===== config.mk =====
export PLATFORM = sky130hd
export DESIGN_NAME = arb_mux_stream_flat
export DESIGN_NICKNAME = d
export VERILOG_FILES = /design/src/rtl/arb_mux_stream_if.sv /design/src/rtl/arb_mux_stream.sv /design/src/flat_wrapper.sv
export SDC_FILE = /design/constraint.sdc
export NUM_CORES = 1
export LEC_CHECK = 0
export CAP_MARGIN = 20
export CORE_ASPECT_RATIO = 1.1
export CORE_MARGIN = 2
export CORE_UTILIZATION = 42
export CTS_BUF_LIST = sky130_fd_sc_hd__clkbuf_2
export CTS_CLUSTER_DIAMETER = 50
export DETAILED_ROUTE_END_ITERATION = 8
export DONT_BUFFER_PORTS = 1
export GPL_ROUTABILITY_DRIVEN = 0
export PLACE_DENSITY = 0.67
export SYNTH_ARGS = -nofsm -noshare
export SYNTH_HDL_FRONTEND = slang
export SYNTH_SLANG_ARGS = --single-unit

===== constraint.sdc =====
create_clock -name clk -period 3.79 [get_ports clk]
set_input_delay 1.137 -clock clk [delete_from_list [all_inputs] [get_ports clk]]
set_output_delay 1.137 -clock clk [all_outputs]
set_load 0.05 [all_outputs]

===== src/rtl/arb_mux_stream_if.sv =====
// ---------------------------------------------------------------------------
// arb_mux_stream_if
//   Bundles the N producer channels and the single consumer channel of
//   arb_mux_stream.
//   Signals:
//     in_data   [N*WIDTH] channel i occupies bits [i*WIDTH +: WIDTH]
//     in_valid  [N]       channel i holds a word
//     in_ready  [N]       channel i word accepted this cycle
//     sel_en              1 = forced-select mode
//     sel_in    [SW]      forced channel; values >= N select nothing
//     out_data  [WIDTH]   registered output word
//     out_sel   [SW]      index of the channel that produced out_data
//     out_valid           out_data valid
//     out_ready           consumer accepts when out_valid & out_ready
//   Modports: slave = the mux itself, master = the producers/consumer side.
// ---------------------------------------------------------------------------
interface arb_mux_stream_if #(
    parameter int unsigned WIDTH = 32,
    parameter int unsigned N     = 4
);
    localparam int unsigned SW = $clog2(N);

    logic [N*WIDTH-1:0] in_data;
    logic [N-1:0]       in_valid;
    logic [N-1:0]       in_ready;
    logic               sel_en;
    logic [SW-1:0]      sel_in;
    logic [WIDTH-1:0]   out_data;
    logic [SW-1:0]      out_sel;
    logic               out_valid;
    logic               out_ready;

    modport slave (
        input  in_data, in_valid, sel_en, sel_in, out_ready,
        output in_ready, out_data, out_sel, out_valid
    );

    modport master (
        output in_data, in_valid, sel_en, sel_in, out_ready,
        input  in_ready, out_data, out_sel, out_valid
    );
endinterface


===== src/rtl/arb_mux_stream.sv =====
// ---------------------------------------------------------------------------
// arb_mux_stream
//   N:1 datapath mux with a registered output stage and valid/ready
//   handshakes. With sel_en=1 only channel sel_in may be granted; with
//   sel_en=0 the valid channels are arbitrated either round-robin
//   (RR_MODE=1) or by fixed priority with channel 0 highest (RR_MODE=0).
//   Ports:
//     clk   rising-edge clock
//     rst   synchronous, active-high reset
//     bus   arb_mux_stream_if.slave (producer inputs, registered output)
// ---------------------------------------------------------------------------
module arb_mux_stream #(
    parameter int unsigned WIDTH   = 32,
    parameter int unsigned N       = 4,
    parameter int unsigned RR_MODE = 1
) (
    input  logic                  clk,
    input  logic                  rst,
    arb_mux_stream_if.slave       bus
);
    localparam int unsigned SW = $clog2(N);

    logic [WIDTH-1:0] out_data_q,  out_data_d;
    logic [SW-1:0]    out_sel_q,   out_sel_d;
    logic             out_valid_q, out_valid_d;
    logic [SW-1:0]    ptr_q,       ptr_d;

    logic             load_ok;
    logic             grant_any;
    logic [SW-1:0]    grant_idx;
    logic [SW-1:0]    cand;
    logic [N-1:0]     grant;
    logic             accept;

    // The output register may take a new word when empty or draining.
    assign load_ok = !out_valid_q || bus.out_ready;

    // Winner search. The arbitration scan runs from the last candidate back
    // to the first so the earliest valid candidate in scan order is the one
    // left standing.
    always_comb begin
        grant_any = 1'b0;
        grant_idx = '0;
        cand      = '0;
        if (bus.sel_en) begin
            for (int unsigned i = 0; i < N; i++) begin
                if (bus.sel_in == SW'(i) && bus.in_valid[i]) begin
                    grant_any = 1'b1;
                    grant_idx = SW'(i);
                end
            end
        end else begin
            for (int unsigned k = N; k > 0; k--) begin
                if (RR_MODE != 0) begin
                    cand = SW'((32'(ptr_q) + k - 1) % N);
                end else begin
                    cand = SW'(k - 1);
                end
                if (bus.in_valid[cand]) begin
                    grant_any = 1'b1;
                    grant_idx = cand;
                end
            end
        end
    end

    always_comb begin
        grant = '0;
        for (int unsigned i = 0; i < N; i++) begin
            grant[i] = grant_any && (grant_idx == SW'(i));
        end
    end

    assign bus.in_ready = grant & {N{load_ok & ~rst}};
    assign accept       = grant_any && load_ok;

    always_comb begin
        out_data_d  = out_data_q;
        out_sel_d   = out_sel_q;
        out_valid_d = out_valid_q;
        ptr_d       = ptr_q;
        if (accept) begin
            out_data_d  = bus.in_data[32'(grant_idx) * WIDTH +: WIDTH];
            out_sel_d   = grant_idx;
            out_valid_d = 1'b1;
            if (RR_MODE != 0) begin
                ptr_d = (grant_idx == SW'(N - 1)) ? '0 : grant_idx + 1'b1;
            end
        end else if (bus.out_ready) begin
            out_valid_d = 1'b0;
        end
    end

    always_ff @(posedge clk) begin
        if (rst) begin
            out_data_q  <= '0;
            out_sel_q   <= '0;
            out_valid_q <= 1'b0;
            ptr_q       <= '0;
        end else begin
            out_data_q  <= out_data_d;
            out_sel_q   <= out_sel_d;
            out_valid_q <= out_valid_d;
            ptr_q       <= ptr_d;
        end
    end

    assign bus.out_data  = out_data_q;
    assign bus.out_sel   = out_sel_q;
    assign bus.out_valid = out_valid_q;
endmodule

===== src/flat_wrapper.sv =====
// flat-port wrapper written by rule: the top's interface ports become plain ports
module arb_mux_stream_flat 
#(
    parameter int unsigned WIDTH   = 32,
    parameter int unsigned N       = 4,
    parameter int unsigned RR_MODE = 1
)
  (clk, rst, bus_in_data, bus_in_valid, bus_sel_en, bus_sel_in, bus_out_ready, bus_in_ready, bus_out_data, bus_out_sel, bus_out_valid);
  arb_mux_stream_if #(.WIDTH(WIDTH), .N(N)) bus_i ();
  input  logic clk;
  input  logic rst;
  input wire logic [$bits(bus_i.in_data)-1:0] bus_in_data;
  input wire logic [$bits(bus_i.in_valid)-1:0] bus_in_valid;
  input wire logic [$bits(bus_i.sel_en)-1:0] bus_sel_en;
  input wire logic [$bits(bus_i.sel_in)-1:0] bus_sel_in;
  input wire logic [$bits(bus_i.out_ready)-1:0] bus_out_ready;
  output wire logic [$bits(bus_i.in_ready)-1:0] bus_in_ready;
  output wire logic [$bits(bus_i.out_data)-1:0] bus_out_data;
  output wire logic [$bits(bus_i.out_sel)-1:0] bus_out_sel;
  output wire logic [$bits(bus_i.out_valid)-1:0] bus_out_valid;
  assign bus_i.in_data = bus_in_data;
  assign bus_i.in_valid = bus_in_valid;
  assign bus_i.sel_en = bus_sel_en;
  assign bus_i.sel_in = bus_sel_in;
  assign bus_i.out_ready = bus_out_ready;
  assign bus_in_ready = bus_i.in_ready;
  assign bus_out_data = bus_i.out_data;
  assign bus_out_sel = bus_i.out_sel;
  assign bus_out_valid = bus_i.out_valid;
  arb_mux_stream #(.WIDTH(WIDTH), .N(N), .RR_MODE(RR_MODE)) u_core (.clk(clk), .rst(rst), .bus(bus_i));
endmodule

# [Yosys cells after proc, flatten, opt, wreduce, memory -nomap -nowiden]
# Index checks and enable logic that the tools add are counted.
[totals] reg_bits=37 input_bits=138 wordCells=73
[op_classes] addsub=9 order_cmp=4 eq_ne=6 n_shift=1 muxes=32 n_bitwise=3 n_reduce_logical=14
[ops] op="128-bit by 8-bit indexed part select with 32-bit output" n=1
[ops] op="2-bit two-way mux" n=12
[ops] op="1-bit two-way mux" n=16
[ops] op="2-bit by 3-bit less-than comparator with 1-bit output, second input constant" n=4
[ops] op="1-bit logical AND" n=9
[ops] op="1-bit binary-select mux with 2-bit select" n=4
[ops] op="2-bit == test, second input constant" n=4
[ops] op="2-bit by 1-bit subtractor with 2-bit output, second input constant" n=4
[ops] op="2-bit by 1-bit adder with 2-bit output, second input constant" n=3
[ops] op="2-bit adder, second input constant" n=2
[ops] op="4-bit AND" n=1
[ops] op="2-bit by 1-bit == test with 1-bit output, second input constant" n=2
[ops] op="2-bit logical NOT" n=2
[ops] op="2-bit nonzero test" n=1
[ops] op="1-bit AND" n=1
[ops] op="1-bit logical NOT" n=1
[ops] op="1-bit logical OR" n=1
[ops] op="1-bit NOT" n=1

# [Longest topological paths before layout]
[depth] ltp_word=13 depth_mapped=9 depth_no_buf=8

# [Least setup slack after synthesis]
# Ideal clock, no wire load.
[synth_timing] kind="input to output" startpoint="input bus_sel_in[0]" endpoint="output bus_in_ready[0]" t_arrival_ns=2.951 slack_ns=-0.298 stages=8 n_path_buf=2 path_cell_list="mux4_1 -> nor2_1 -> a211o_1 -> buf_6 -> nor2_4 -> buf_2 -> nand2_1 -> nor2_1"
[synth_between] elab_chain_cells=9 word_cells_on_any_way=20 cone_classes="eq/ne: 3; mux: 9; bitwise: 1; reduce/logical: 7"
[synth_lines] element="start, declared" line_no="flat_wrapper.sv:15" rtl="input wire logic [$bits(bus_i.sel_in)-1:0] bus_sel_in;"
[synth_lines] element="2-bit by 1-bit == test with 1-bit output or 2-bit logical NOT (tied branches)" line_no="arb_mux_stream.sv:47" rtl="if (bus.sel_in == SW'(i) && bus.in_valid[i]) begin"
[synth_lines] element="1-bit logical AND" line_no="arb_mux_stream.sv:47"
[synth_lines] element="1-bit two-way mux" line_no="arb_mux_stream.sv:47"
[synth_lines] element="2-bit two-way mux or 1-bit two-way mux (tied branches) (2 in series)" line_no="arb_mux_stream.sv:47"
[synth_lines] element="2-bit two-way mux or 1-bit two-way mux (tied branches)" line_no="arb_mux_stream.sv:45, arb_mux_stream.sv:47"
[synth_lines] element="2-bit logical NOT or 1-bit two-way mux (tied branches)" line_no="arb_mux_stream.sv:70, arb_mux_stream.sv:45"
[synth_lines] element="1-bit logical AND (*)" line_no="arb_mux_stream.sv:70" rtl="grant[i] = grant_any && (grant_idx == SW'(i));"
[synth_lines] element="4-bit AND (*)" line_no="arb_mux_stream.sv:74" rtl="assign bus.in_ready = grant & {N{load_ok & ~rst}};"
[synth_lines] element="end, declared" line_no="flat_wrapper.sv:17" rtl="output wire logic [$bits(bus_i.in_ready)-1:0] bus_in_ready;"
# Mark *: on every way between the ends. The rest lies on a longest branch, timed or not.

# [Final worst setup path]
[layout_timing] startpoint="input bus_sel_in[0]" endpoint="output bus_in_ready[2]"
[layout_between] elab_chain_cells=9 word_cells_on_any_way=20 cone_classes="eq/ne: 4; mux: 9; bitwise: 1; reduce/logical: 6"
[layout_lines] element="2-bit by 1-bit == test with 1-bit output or 2-bit logical NOT (tied branches)" line_no="arb_mux_stream.sv:47"
[layout_lines] element="1-bit logical AND" line_no="arb_mux_stream.sv:47"
[layout_lines] element="1-bit two-way mux" line_no="arb_mux_stream.sv:47"
[layout_lines] element="2-bit two-way mux or 1-bit two-way mux (tied branches) (2 in series)" line_no="arb_mux_stream.sv:47"
[layout_lines] element="2-bit two-way mux or 1-bit two-way mux (tied branches)" line_no="arb_mux_stream.sv:45, arb_mux_stream.sv:47"
[layout_lines] element="2-bit == test or 1-bit two-way mux (tied branches)" line_no="arb_mux_stream.sv:70, arb_mux_stream.sv:45"
[layout_lines] element="1-bit logical AND (*)" line_no="arb_mux_stream.sv:70"
[layout_lines] element="4-bit AND (*)" line_no="arb_mux_stream.sv:74"
# Marks and branches as above.

==> reports/qor.yml <==
outcome:
  status: "finished clean"
clocking:
  cts_sinks: 37
  cts.clk_slew.worst_paths_ns: 0.16
  clk_path_buf_depth: 2
  hold_buffers: 0
  worstSkewPairLatency_ns: 0.36
  cts_tree: "yes"
  numCtsBuffers: 5
  cts-root-buf: "clkbuf_2"
  htreeDepth: 2
timing:
  worst_slew_pin_slew_ns: 0.551
  period_needed_ns: 3.51
  whs_ns: 0.571
  post-route-period-util_pct: 92.7
  maxSlewHeadroom_pct: 63.2
  finalHoldViolCount: 0
  slew_violations: 0
  worst_slack_ns: 0.278
  tns_ns: 0
  clock.fmax_mhz: 285
  setup_violations: 0
  finClkSkew_ns: 0.0116
  rsz0062_at_grt: "false"
setup_path:
  crit_buf_inv: 1
  cp_top_family: "multiplexers"
  crit_chain: "mux4_1, nor2_1, a211o_1, nor2_4, nand2_1, nor2_2, buf_12"
  crit_type: "input port to primary output"
  worst_setup_path_start_kind: "input port"
  slowest_stage: "mux4_1"
  crit_path_end_kind: "primary output"
  critical_path_required_ns: 2.65
  worstPathArrival_ns: 2.38
  critical_path.max_fanout: 4
  critPathMaxStageDelay_ns: 0.52
synthesis:
  synth_top_cell_by_area: "dfxtp_1"
  ys_ff_latch: 37
  yosysMostFrequentCell: "nand2_1"
  async_flop_share_pct: 0
  synth_flop_cell: "dfxtp_1"
  syn_area_um2: 2340
  yosysSeqAreaShare_pct: 31.6
  synth_nets: 478
  synth.yosys.warnings: 0
  synth-edff-count: 0
  syn_area_per_cell_um2: 6.92
  synth_cells: 339
  yosys-top-cells-area: "dfxtp_1 32%, nand2_1 21%, nand3_1 14%"
  synthTopCellsByCount: "132 x nand2_1, 65 x nand3_1, 37 x dfxtp_1, 32 x a32o_1"
  synth_cell_types: 30
  synth_top_area_share_pct: 31.6
global_route:
  grt.total_usage_pct: 18.8
  grt_pass1_wl_um: 9110
  grt_antenna_before_repair: 0
  grt_pass1_vias: 2040
  grt_max_degree: 44
  grt_overflow_total: 0
final_layout:
  syn_to_final_growth_pct: 5.23
  fill_cells: 570
  antenna_cells: 0
  drive_gt1_share_pct: 9.31
  fin_cells: 408
  design_area_um2: 2470
  nets: 472
  utilization_pct: 45.7
route:
  via_per_inst: 5.75
  wirelength_um: 6120
  drt_first_iter_violations: 70
  antenna_left: 0
  avgRoutedWirePerCell_um: 15.0
  firstDrtPassIters: 4
  drc: 0
  via_count: 2347
floorplan:
  rows: 28
  die_w_um: 75.2
  chipHeight_um: 82.4
  ioPinCount: 177
  fp.coreArea_um2: 5400
  start_util_pct: 43.5
  die-area_um2: 6200
power_and_ir_drop:
  leakagePower_nw: 1.04
  power.total_mw: 1.14
  ir_drop_uv: 237
  p_per_area_nw_per_um2: 462
place:
  portBuffers: 0
  dp.cells: 400
  place_area_um2: 2430
  dp_hpwl_um: 4770
  dp_slack_ns: -0.0331
hold_path:
  hp-class: "flop to flop"
run:
  drv_cap: 0
-- flip-flops by register name, indices dropped and copies added, names as in the netlist --
name and count:
u_core.ptr_q 2, u_core.bus.out_valid 1, u_core.bus.out_data 32, u_core.bus.out_sel 2
-- cell type report --
class	instances	area, µm²	area share (%)
clock inverters	1	3.75	0.152
flip-flops and latches	37	741	30.0
well taps	75	93.8	3.80
repair buffers	15	138	5.58
clock buffers	6	30.0	1.22
multi-input cells	269	1440	58.5
inverters	5	18.8	0.761
-- cells by family (layout without fill, tap and decap cells) --
family / count (synthesis) / count (layout) / share of synthesized area (%)
and+or+nand+nor: 219 / 219 / 40.1
AOI/OAI and AO/OA: 43 / 43 / 16.9
DFF: 37 / 37 / 31.6
buffers and inverters: 33 / 27 / 7.58
muxes: 6 / 6 / 3.31
adders and majority gates: 1 / 1 / 0.534
-- where the power goes --
part,internal (mW),switching [mW]
Combinational,0.133,0.187
Sequential,0.442,0.216
Clock,0.0432,0.119
-- layer usage --
layer  global-route usage (%)  vias up  part of all wire [%]
met4                     6.67        0                   1.5
met3                     5.70        9                    10
met2                     33.2      122                    50
met5                        0        -                     0
li1                         -     1164                     -
met1                     21.3     1052                    38
-- worst register-to-register path: cells and delay by family, from the launching register on --
kind / cells / cell delay [ns]
buf+inv: 2 / 0.47
simple gates: 1 / 0.36
compound gates: 2 / 0.42
flops: 1 / 0.69
-- path summary, 6_finish.rpt --
check / start / to / slack (ns) / depth (start not counted)
hold / removal: u_core.ptr_q[0] / u_core.ptr_q[0] / 0.57 / 2
hold reg to reg: u_core.ptr_q[0] / u_core.ptr_q[0] / 0.57 / 2
setup reg to reg: u_core.bus.out_valid / u_core.bus.out_data[3] / 1.81 / 5
setup / recovery: bus_sel_in[0] / bus_in_ready[2] / 0.28 / 7
-- what timing repair did --
item,4_1_cts,5_1_grt
setup buffers,1,0
endpoints found under the setup margin,2,0
resized for setup,0,0
-- placed cells by master, fill, tap and decap left out --
cell type and instances:
a211o_1 1, a21oi_1 4, a22oi_1 1, a31oi_1 1, a31oi_4 1, a32o_1 32
and2_1 1, and3_2 1, buf_12 2, buf_4 13, clkbuf_2 6, clkinv_1 1
dfxtp_1 37, ha_1 1, inv_1 3, inv_2 2, mux2_2 1, mux2i_1 4
mux4_1 1, nand2_1 132, nand2b_1 2, nand3_1 65, nand3b_1 1, nor2_1 11
nor2_2 2, nor2_4 1, nor2b_1 1, nor2b_4 1, o211ai_1 1, o21a_2 1
o21ai_0 1, or4_1 1
No activity file was read; power rests on OpenSTA's default activity.
